--- config.mk ---
export PLATFORM = sky130hd
export DESIGN_NAME = wb_arbiter_flat
export DESIGN_NICKNAME = d
export VERILOG_FILES = /design/src/rtl/wb_arbiter_if.sv /design/src/rtl/wb_arbiter.sv /design/src/flat_wrapper.sv
export SDC_FILE = /design/constraint.sdc
export NUM_CORES = 1
export LEC_CHECK = 0
export ABC_AREA = 0
export BUFFER_PORTS_ARGS = -buffer_cell sky130_fd_sc_hd__buf_4
export CORE_MARGIN = 3
export CORE_UTILIZATION = 50
export CTS_CLUSTER_SIZE = 16
export DETAILED_ROUTE_END_ITERATION = 8
export GPL_TIMING_DRIVEN = 0
export PLACE_DENSITY = 0.72
export SLEW_MARGIN = 30
export SYNTH_ARGS = -nofsm -noshare
export SYNTH_HDL_FRONTEND = slang
export SYNTH_SLANG_ARGS = --single-unit
--- constraint.sdc ---
create_clock -name clk -period 9.6 [get_ports clk]
set_input_delay 1.92 -clock clk [delete_from_list [all_inputs] [get_ports clk]]
set_output_delay 1.92 -clock clk [all_outputs]
set_load 0.02 [all_outputs]
--- src/rtl/wb_arbiter_if.sv ---
// Writeback arbiter bus: three result sources in,
// one registered register-file write port out.
interface wb_arbiter_if #(
  parameter int XLEN = 32,
  parameter int AW   = 6
);
  logic            alu_valid;
  logic            alu_ready;
  logic [AW-1:0]   alu_rd;
  logic [XLEN-1:0] alu_data;

  logic            ld_valid;
  logic            ld_ready;
  logic [AW-1:0]   ld_rd;
  logic [XLEN-1:0] ld_data;

  logic            fpu_valid;
  logic            fpu_ready;
  logic [AW-1:0]   fpu_rd;
  logic [XLEN-1:0] fpu_data;

  logic            we;
  logic [AW-1:0]   a3;
  logic [XLEN-1:0] wd;
  logic            idle;

  // Result producers and register-file observer.
  modport master (
    output alu_valid, alu_rd, alu_data,
    output ld_valid, ld_rd, ld_data,
    output fpu_valid, fpu_rd, fpu_data,
    input  alu_ready, ld_ready, fpu_ready,
    input  we, a3, wd, idle
  );

  // The arbiter itself.
  modport slave (
    input  alu_valid, alu_rd, alu_data,
    input  ld_valid, ld_rd, ld_data,
    input  fpu_valid, fpu_rd, fpu_data,
    output alu_ready, ld_ready, fpu_ready,
    output we, a3, wd, idle
  );
endinterface

--- src/rtl/wb_arbiter.sv ---
// Writeback arbiter: per-source FIFOs, round-robin
// grant, registered register-file write port.
module wb_arbiter #(
  parameter int XLEN  = 32,
  parameter int AW    = 6,
  parameter int DEPTH = 2
) (
  input logic        clk,
  input logic        rstn,
  input logic        stall,
  wb_arbiter_if.slave bus
);

  localparam int PW = $clog2(DEPTH);
  localparam int CW = PW + 1;
  localparam int EW = AW + XLEN;

  logic [2:0]           src_valid;
  logic [2:0][AW-1:0]   src_rd;
  logic [2:0][XLEN-1:0] src_data;

  logic [2:0] ready;
  logic [2:0] push;
  logic [2:0] pop;
  logic [2:0] nonempty;

  logic [2:0][CW-1:0] cnt_q, cnt_d;
  logic [2:0][PW-1:0] wp_q, wp_d;
  logic [2:0][PW-1:0] rp_q, rp_d;

  logic [1:0] rr_q, rr_d;

  logic            we_q, we_d;
  logic [AW-1:0]   a3_q, a3_d;
  logic [XLEN-1:0] wd_q, wd_d;

  logic [EW-1:0] mem [3][DEPTH];

  logic [1:0]    gnt;
  logic          gnt_vld;
  logic [EW-1:0] head;

  // Source index: rr plus offset, modulo 3.
  function automatic logic [1:0] rr_idx(
    input logic [1:0] base,
    input logic [1:0] off
  );
    logic [2:0] sum;
    sum = {1'b0, base} + {1'b0, off};
    if (sum >= 3'd3) sum = sum - 3'd3;
    return sum[1:0];
  endfunction

  // Gather the three sources into indexed vectors.
  always_comb begin
    src_valid = {bus.fpu_valid, bus.ld_valid,
                 bus.alu_valid};
    src_rd[0]   = bus.alu_rd;
    src_rd[1]   = bus.ld_rd;
    src_rd[2]   = bus.fpu_rd;
    src_data[0] = bus.alu_data;
    src_data[1] = bus.ld_data;
    src_data[2] = bus.fpu_data;
  end

  // Ready from registered count only; rd 0 is
  // accepted but never stored.
  always_comb begin
    ready    = '0;
    push     = '0;
    nonempty = '0;
    for (int s = 0; s < 3; s++) begin
      nonempty[s] = (cnt_q[s] != '0);
      ready[s]    = !rstn &&
                    (cnt_q[s] < CW'(DEPTH));
      push[s]     = src_valid[s] && ready[s] &&
                    (src_rd[s] != '0);
    end
  end

  // Round-robin search; offset 0 checked last so
  // it wins as the highest-priority source.
  always_comb begin
    gnt     = 2'd0;
    gnt_vld = 1'b0;
    for (int i = 2; i >= 0; i--) begin
      if (nonempty[rr_idx(rr_q, 2'(i))]) begin
        gnt     = rr_idx(rr_q, 2'(i));
        gnt_vld = 1'b1;
      end
    end
    head = mem[gnt][rp_q[gnt]];
  end

  // Pop only the granted head, never under stall.
  always_comb begin
    pop = '0;
    for (int s = 0; s < 3; s++) begin
      pop[s] = !stall && gnt_vld &&
               (gnt == 2'(s));
    end
  end

  // Queue pointers and counts; wrap is implicit
  // because DEPTH is a power of two.
  always_comb begin
    cnt_d = cnt_q;
    wp_d  = wp_q;
    rp_d  = rp_q;
    for (int s = 0; s < 3; s++) begin
      cnt_d[s] = cnt_q[s] + CW'(push[s])
                          - CW'(pop[s]);
      wp_d[s]  = wp_q[s] + PW'(push[s]);
      rp_d[s]  = rp_q[s] + PW'(pop[s]);
    end
  end

  // Write port and rr: load on grant, clear we
  // when nothing is queued, hold under stall.
  always_comb begin
    we_d = we_q;
    a3_d = a3_q;
    wd_d = wd_q;
    rr_d = rr_q;
    if (!stall) begin
      if (gnt_vld) begin
        we_d = 1'b1;
        a3_d = head[EW-1:XLEN];
        wd_d = head[XLEN-1:0];
        rr_d = (gnt == 2'd2) ? 2'd0
                             : gnt + 2'd1;
      end else begin
        we_d = 1'b0;
      end
    end
  end

  // Control state with synchronous reset.
  always_ff @(posedge clk) begin
    if (rstn) begin
      cnt_q <= '0;
      wp_q  <= '0;
      rp_q  <= '0;
      rr_q  <= 2'd0;
      we_q  <= 1'b0;
      a3_q  <= '0;
      wd_q  <= '0;
    end else begin
      cnt_q <= cnt_d;
      wp_q  <= wp_d;
      rp_q  <= rp_d;
      rr_q  <= rr_d;
      we_q  <= we_d;
      a3_q  <= a3_d;
      wd_q  <= wd_d;
    end
  end

  // Queue storage; not reset, pointers guard it.
  always_ff @(posedge clk) begin
    for (int s = 0; s < 3; s++) begin
      if (push[s]) begin
        mem[s][wp_q[s]] <= {src_rd[s], src_data[s]};
      end
    end
  end

  assign bus.alu_ready = ready[0];
  assign bus.ld_ready  = ready[1];
  assign bus.fpu_ready = ready[2];
  assign bus.we        = we_q;
  assign bus.a3        = a3_q;
  assign bus.wd        = wd_q;
  assign bus.idle      = (cnt_q == '0) && !we_q;

endmodule

--- src/flat_wrapper.sv ---
// flat-port wrapper written by rule: the top's interface ports become plain ports
module wb_arbiter_flat 
#(
  parameter int XLEN  = 32,
  parameter int AW    = 6,
  parameter int DEPTH = 2
)
  (clk, rstn, stall, bus_alu_valid, bus_alu_rd, bus_alu_data, bus_ld_valid, bus_ld_rd, bus_ld_data, bus_fpu_valid, bus_fpu_rd, bus_fpu_data, bus_alu_ready, bus_ld_ready, bus_fpu_ready, bus_we, bus_a3, bus_wd, bus_idle);
  wb_arbiter_if #(.XLEN(XLEN), .AW(AW)) bus_i ();
  input logic clk;
  input logic rstn;
  input logic stall;
  input wire logic [$bits(bus_i.alu_valid)-1:0] bus_alu_valid;
  input wire logic [$bits(bus_i.alu_rd)-1:0] bus_alu_rd;
  input wire logic [$bits(bus_i.alu_data)-1:0] bus_alu_data;
  input wire logic [$bits(bus_i.ld_valid)-1:0] bus_ld_valid;
  input wire logic [$bits(bus_i.ld_rd)-1:0] bus_ld_rd;
  input wire logic [$bits(bus_i.ld_data)-1:0] bus_ld_data;
  input wire logic [$bits(bus_i.fpu_valid)-1:0] bus_fpu_valid;
  input wire logic [$bits(bus_i.fpu_rd)-1:0] bus_fpu_rd;
  input wire logic [$bits(bus_i.fpu_data)-1:0] bus_fpu_data;
  output wire logic [$bits(bus_i.alu_ready)-1:0] bus_alu_ready;
  output wire logic [$bits(bus_i.ld_ready)-1:0] bus_ld_ready;
  output wire logic [$bits(bus_i.fpu_ready)-1:0] bus_fpu_ready;
  output wire logic [$bits(bus_i.we)-1:0] bus_we;
  output wire logic [$bits(bus_i.a3)-1:0] bus_a3;
  output wire logic [$bits(bus_i.wd)-1:0] bus_wd;
  output wire logic [$bits(bus_i.idle)-1:0] bus_idle;
  assign bus_i.alu_valid = bus_alu_valid;
  assign bus_i.alu_rd = bus_alu_rd;
  assign bus_i.alu_data = bus_alu_data;
  assign bus_i.ld_valid = bus_ld_valid;
  assign bus_i.ld_rd = bus_ld_rd;
  assign bus_i.ld_data = bus_ld_data;
  assign bus_i.fpu_valid = bus_fpu_valid;
  assign bus_i.fpu_rd = bus_fpu_rd;
  assign bus_i.fpu_data = bus_fpu_data;
  assign bus_alu_ready = bus_i.alu_ready;
  assign bus_ld_ready = bus_i.ld_ready;
  assign bus_fpu_ready = bus_i.fpu_ready;
  assign bus_we = bus_i.we;
  assign bus_a3 = bus_i.a3;
  assign bus_wd = bus_i.wd;
  assign bus_idle = bus_i.idle;
  wb_arbiter #(.XLEN(XLEN), .AW(AW), .DEPTH(DEPTH)) u_core (.clk(clk), .rstn(rstn), .stall(stall), .bus(bus_i));
endmodule
* Word level (Yosys, flattened, before mapping) *
Memories as Yosys holds them, arrays and structs flattened.
Index checks and enable logic that the tools add are counted.
W data, S select, Z words.

word-level totals
  memory bits (writable) = 228
  memories kept = 1
  register bits = 53
  input bits = 120

memory list
  memory      depth  width  rd ports  clocked after Yosys merged registers in  wr ports  line              source
  u_core.mem  3      76     1         0                                        3         wb_arbiter.sv:37  logic [EW-1:0] mem [3][DEPTH];

cells by class
  add/subtract/negate cells = 18
  $lt $le $gt $ge = 17
  reductions and logical operators = 29
  muxes and demuxes = 34
  bitwise logic cells = 5
  eq/ne operators = 2

operators with widths
  kind                   number
  $mux W38               6
  $mux W76               3
  $demux W38 S1          3
  $reduce_bool A6 Y1     3
  $logic_and A1 B1 Y1    17
  $mux W2                7
  $lt A2 B3 Y1 const B   4
  $mux W1                11
  $ge A2 B2 Y1 const B   5
  $bmux W1 S2            4
  $not A1 Y2             4
  $add A1 B1 Y1          6
  $add A2 B1 Y2          3
  $ge A3 B2 Y1 const B   2
  $logic_not A6 Y1       1
  $lt A2 B1 Y1 const B   3
  $lt A2 B2 Y1 const B   3
  $reduce_bool A2 Y1     3
  $sub A2 B1 Y2          3
  $sub A2 B2 Y2 const B  3
  $add A2 B1 Y3 const B  1
  $add A2 B2 Y3 const B  1
  $logic_not A1 Y1       3
  $add A2 B1 Y2 const B  1
  other kinds (5)        5

* Longest topological paths before layout *
  depth after elaboration = 14
  mapped depth = 14
  gate-level depth less buffers = 12

* Worst setup path after synthesis *
No wires, ideal clock.

  kind = in2out
  start = input rstn
  end = output bus_fpu_ready
  cell stages on the path = 2
  buffers on the path = 1
  data required time = 7.680 ns
  arrival time = 2.429 ns
  setup slack = 5.251 ns
  path through = clkbuf_1 > nor2_1

between the ends
  cells in the longest elaborated chain, start to end = 2

ends and longest elaborated chain
  element              line                source
  from (decl)          flat_wrapper.sv:11  input logic rstn;
  $logic_not A1 Y1     wb_arbiter.sv:74    ready[s] = !rstn &&
  $logic_and A1 B1 Y1  wb_arbiter.sv:74
  to (decl)            flat_wrapper.sv:24  output wire logic [$bits(bus_i.fpu_ready)-1:0] bus_fpu_ready;

Every way passes these cells.

* Worst setup path after layout *
  start = input rstn
  end = output bus_ld_ready

between the ends
  cells in the longest elaborated chain, start to end = 2

ends and longest elaborated chain
  element              line                source
  $logic_not A1 Y1     wb_arbiter.sv:74
  $logic_and A1 B1 Y1  wb_arbiter.sv:74
  to (decl)            flat_wrapper.sv:23  output wire logic [$bits(bus_i.ld_ready)-1:0] bus_ld_ready;

Every way passes these cells.

==> results.json <==
{
  "layout.nets": 939,
  "die_area_um2": 22200,
  "finalClockSkew_ns": 0.0124,
  "remaining_drc_errors": 0,
  "ys_ff_latch": 281,
  "drive_gt1_share_pct": 28.4,
  "synthAdderAreaFrac_pct": 1.81,
  "post_cts_buffers": 0,
  "ir_worst_vdd_uv": 196,
  "cts-root-buf": "clkbuf_16",
  "setup_tns_ns": 0,
  "relSlewSlack_pct": 49.8,
  "routedWlPerCell_um": 25.3,
  "drt_wl_total_um": 27700,
  "track_usage_pct": 24.6,
  "grt_max_degree": 34,
  "tritoncts": "done",
  "finalMaxSlewViolations": 0,
  "htree_levels": 1,
  "cpPeakStageDelay_ns": 0.37,
  "rr_worst_depth": 13,
  "maxCapViolCount": 0,
  "ff2ff_setup_slack_ns": 5.95,
  "worst-path-stages": 4,
  "n_fill_cell": 1412,
  "drt_iter0_drc": 951,
  "critPathSlowestCell": "clkbuf_1",
  "async_flop_share_pct": 0,
  "cp.required_ns": 7.68,
  "cts_resized": 0,
  "hold_class": "reg -> reg",
  "rsz0062_at_grt": "false",
  "numPortBuffers": 162,
  "synth.avg_cell_area_um2": 16.8,
  "start_util_pct": 51.6,
  "hpwl_um": 17600,
  "start_kind": "input port",
  "yosys_warnings": 0,
  "row_count": 51,
  "critical_path.top_delay_family": "buffers and inverters",
  "firstDrtPassIters": 7,
  "worstSetupEndpoint": "bus_ld_ready",
  "clk_pin_slew_ns": 0.06,
  "worstSetupPathType": "in -> out",
  "post-place-cells": 1040,
  "diodes": 0,
  "hp-start": "u_core.bus.a3[3]$_SDFFE_PP0P_",
  "syn-num-nets": 741,
  "die_h_um": 149,
  "cts_buffer_depth": 3,
  "setup_viol": 0,
  "path_buf_inv": 3,
  "synth_edf_count": 228,
  "tightest_slew_ns": 0.752,
  "layout_min_cycle_time_ns": 4.64,
  "ys_types": 38,
  "num_vias": 6779,
  "grt_pass1_vias": 7258,
  "die_x_um": 149,
  "synthesis.area_um2": 10200,
  "grt-ovfl-total": 0,
  "synthSimpleGateAreaFrac_pct": 4.81,
  "timing.rr.start": "u_core.rr_q[0]$_SDFFE_PP0P_",
  "ys_seq_area_share_pct": 77.5,
  "antenna_found_initial": 0,
  "insertion_delay_ns": 0.53,
  "synthCells": 607,
  "synth_top_family_by_area": "compound AO/OA/AOI/OAI gates",
  "grt_pass1_wl_um": 41100,
  "cp-end-kind": "output port",
  "leakage_uw": 0.00469,
  "clock-sinks": 281,
  "ioPinCount": 163,
  "ys_dominant_reg_cell": "edfxtp_1",
  "fin_cells": 1092,
  "yosys.area_share.xor_xnor_pct": 0.773,
  "holdWs_ns": 0.471,
  "max_clock_freq_ghz": 0.216,
  "status": "complete, no violations",
  "hold_viol": 0,
  "core_um2": 19800,
  "crit_fanout": 10,
  "synth_compound_area_share_pct": 12.8,
  "critPathArrivalTime_ns": 2.72,
  "antenna_left": 0,
  "syn_to_final_growth_pct": 27.1,
  "cts_buffers": 28,
  "finalCritPeriodShare_pct": 48.3,
  "place_congestion": 0.836,
  "cpMostUsedCell": "buf_4",
  "vias_per_cell": 6.21,
  "startpoint": "rstn",
  "utilization_pct": 65.5,
  "synth.area.mux_share_pct": 0,
  "cts_hold_buffers": 0,
  "power.density_nw_per_um2": 326,
  "rr_endpoint": "u_core.cnt_q[5]$_SDFF_PP0_",
  "path_cells": "buf_4, clkbuf_1, nor2_1, buf_4"
}
placed cells by master, fill, tap and decap left out, types with 4 or more instances in the layout:
master     count
xnor2_1        6
a21oi_1        4
edfxtp_1     228
a222oi_1      76
a32o_1        38
buf_2         12
nand2_1       81
buf_4        163
clkbuf_1      32
ha_4           6
inv_1         11
dfxtp_1       53
buf_12         6
ha_1           8
nor2_1        21
clkbuf_16     29
bufinv_16      6
power breakdown:
group	total (uW)	internal (uW)	switching, uW
Sequential	1590	1490	94.2
Combinational	1460	541	918
Clock	1180	736	445
Total	4230	2770	1460
Yosys cell counts (2+ instances only):
| master | count | area [um^2] |
|---|---|---|
| nor2_1 | 21 | 78.8 |
| buf_2 | 12 | 60.1 |
| inv_1 | 11 | 41.3 |
| nand2_1 | 81 | 304 |
| clkbuf_1 | 27 | 101 |
| and2b_1 | 2 | 15.0 |
| ha_1 | 14 | 175 |
| nor2b_1 | 3 | 18.8 |
| edfxtp_1 | 228 | 6850 |
| or4_1 | 3 | 22.5 |
| a21oi_1 | 4 | 20.0 |
| xor2_1 | 3 | 26.3 |
| a222oi_1 | 76 | 761 |
| xnor2_1 | 6 | 52.6 |
| buf_6 | 2 | 22.5 |
| a32o_1 | 38 | 380 |
| a2111oi_4 | 2 | 55.1 |
| o311a_1 | 2 | 20.0 |
| dfxtp_1 | 53 | 1060 |
worst min path at each step:
stage,endpoint,slack (ns),depth (start not counted)
2_1_floorplan,u_core.rp_q[2]$_SDFF_PP0_,0.48,2
3_3_place_gp,u_core.bus.wd[6]$_SDFFE_PP0P_,0.45,1
3_5_place_dp,u_core.bus.wd[6]$_SDFFE_PP0P_,0.46,1
4_1_cts,u_core.bus.a3[3]$_SDFFE_PP0P_,0.48,1
5_1_grt,u_core.bus.wd[25]$_SDFFE_PP0P_,0.49,1
6_report,u_core.bus.a3[3]$_SDFFE_PP0P_,0.47,1
flip-flops by register name, indices dropped and copies added (netlist names):
register and count:
u_core.cnt_q 6, u_core.bus.a3 6, u_core.rp_q 3, u_core.mem 228, u_core.bus.wd 32, u_core.wp_q 3
u_core.rr_q 2, u_core.bus.we 1
stage by stage:
step / cell area, um^2 / total power [uW] / worst slack, ns
CTS: 13000 / 4230 / 4.97
global placement: 11800 / 3000 / 4.33
detailed placement: 11900 / 3060 / 4.97
global route: 13000 / 4410 / 4.93
floorplan: 10200 / 2470 / 5.25
finish: 13000 / 4230 / 4.96
cell type report:
cell class | instances | area, um^2 | share of cell area [%]
plain buffers | 42 | 191 | 1.48
clock buffers | 37 | 786 | 6.06
clock inverters | 15 | 233 | 1.80
inverters | 11 | 41.3 | 0.318
multi-input cells | 273 | 2140 | 16.5
flip-flops and latches | 281 | 7910 | 61.0
well taps | 265 | 332 | 2.56
repair buffers | 168 | 1340 | 10.3
cells by family after synthesis:
kind of cell    count (synthesis)
fa+ha+maj                      15
buf+inv                        53
compound gates                131
xor+xnor                        9
simple gates                  118
flops                         281
metal layers:
layer / global-route usage [%] / up-vias / share of wire (%)
li1: - / 2920 / -
met1: 32.4 / 3374 / 38
met2: 41.5 / 437 / 49
met3: 4.47 / 48 / 9.9
met4: 8.33 / 0 / 2.6
met5: 0 / - / 0
(Power assumes the default switching activity.)
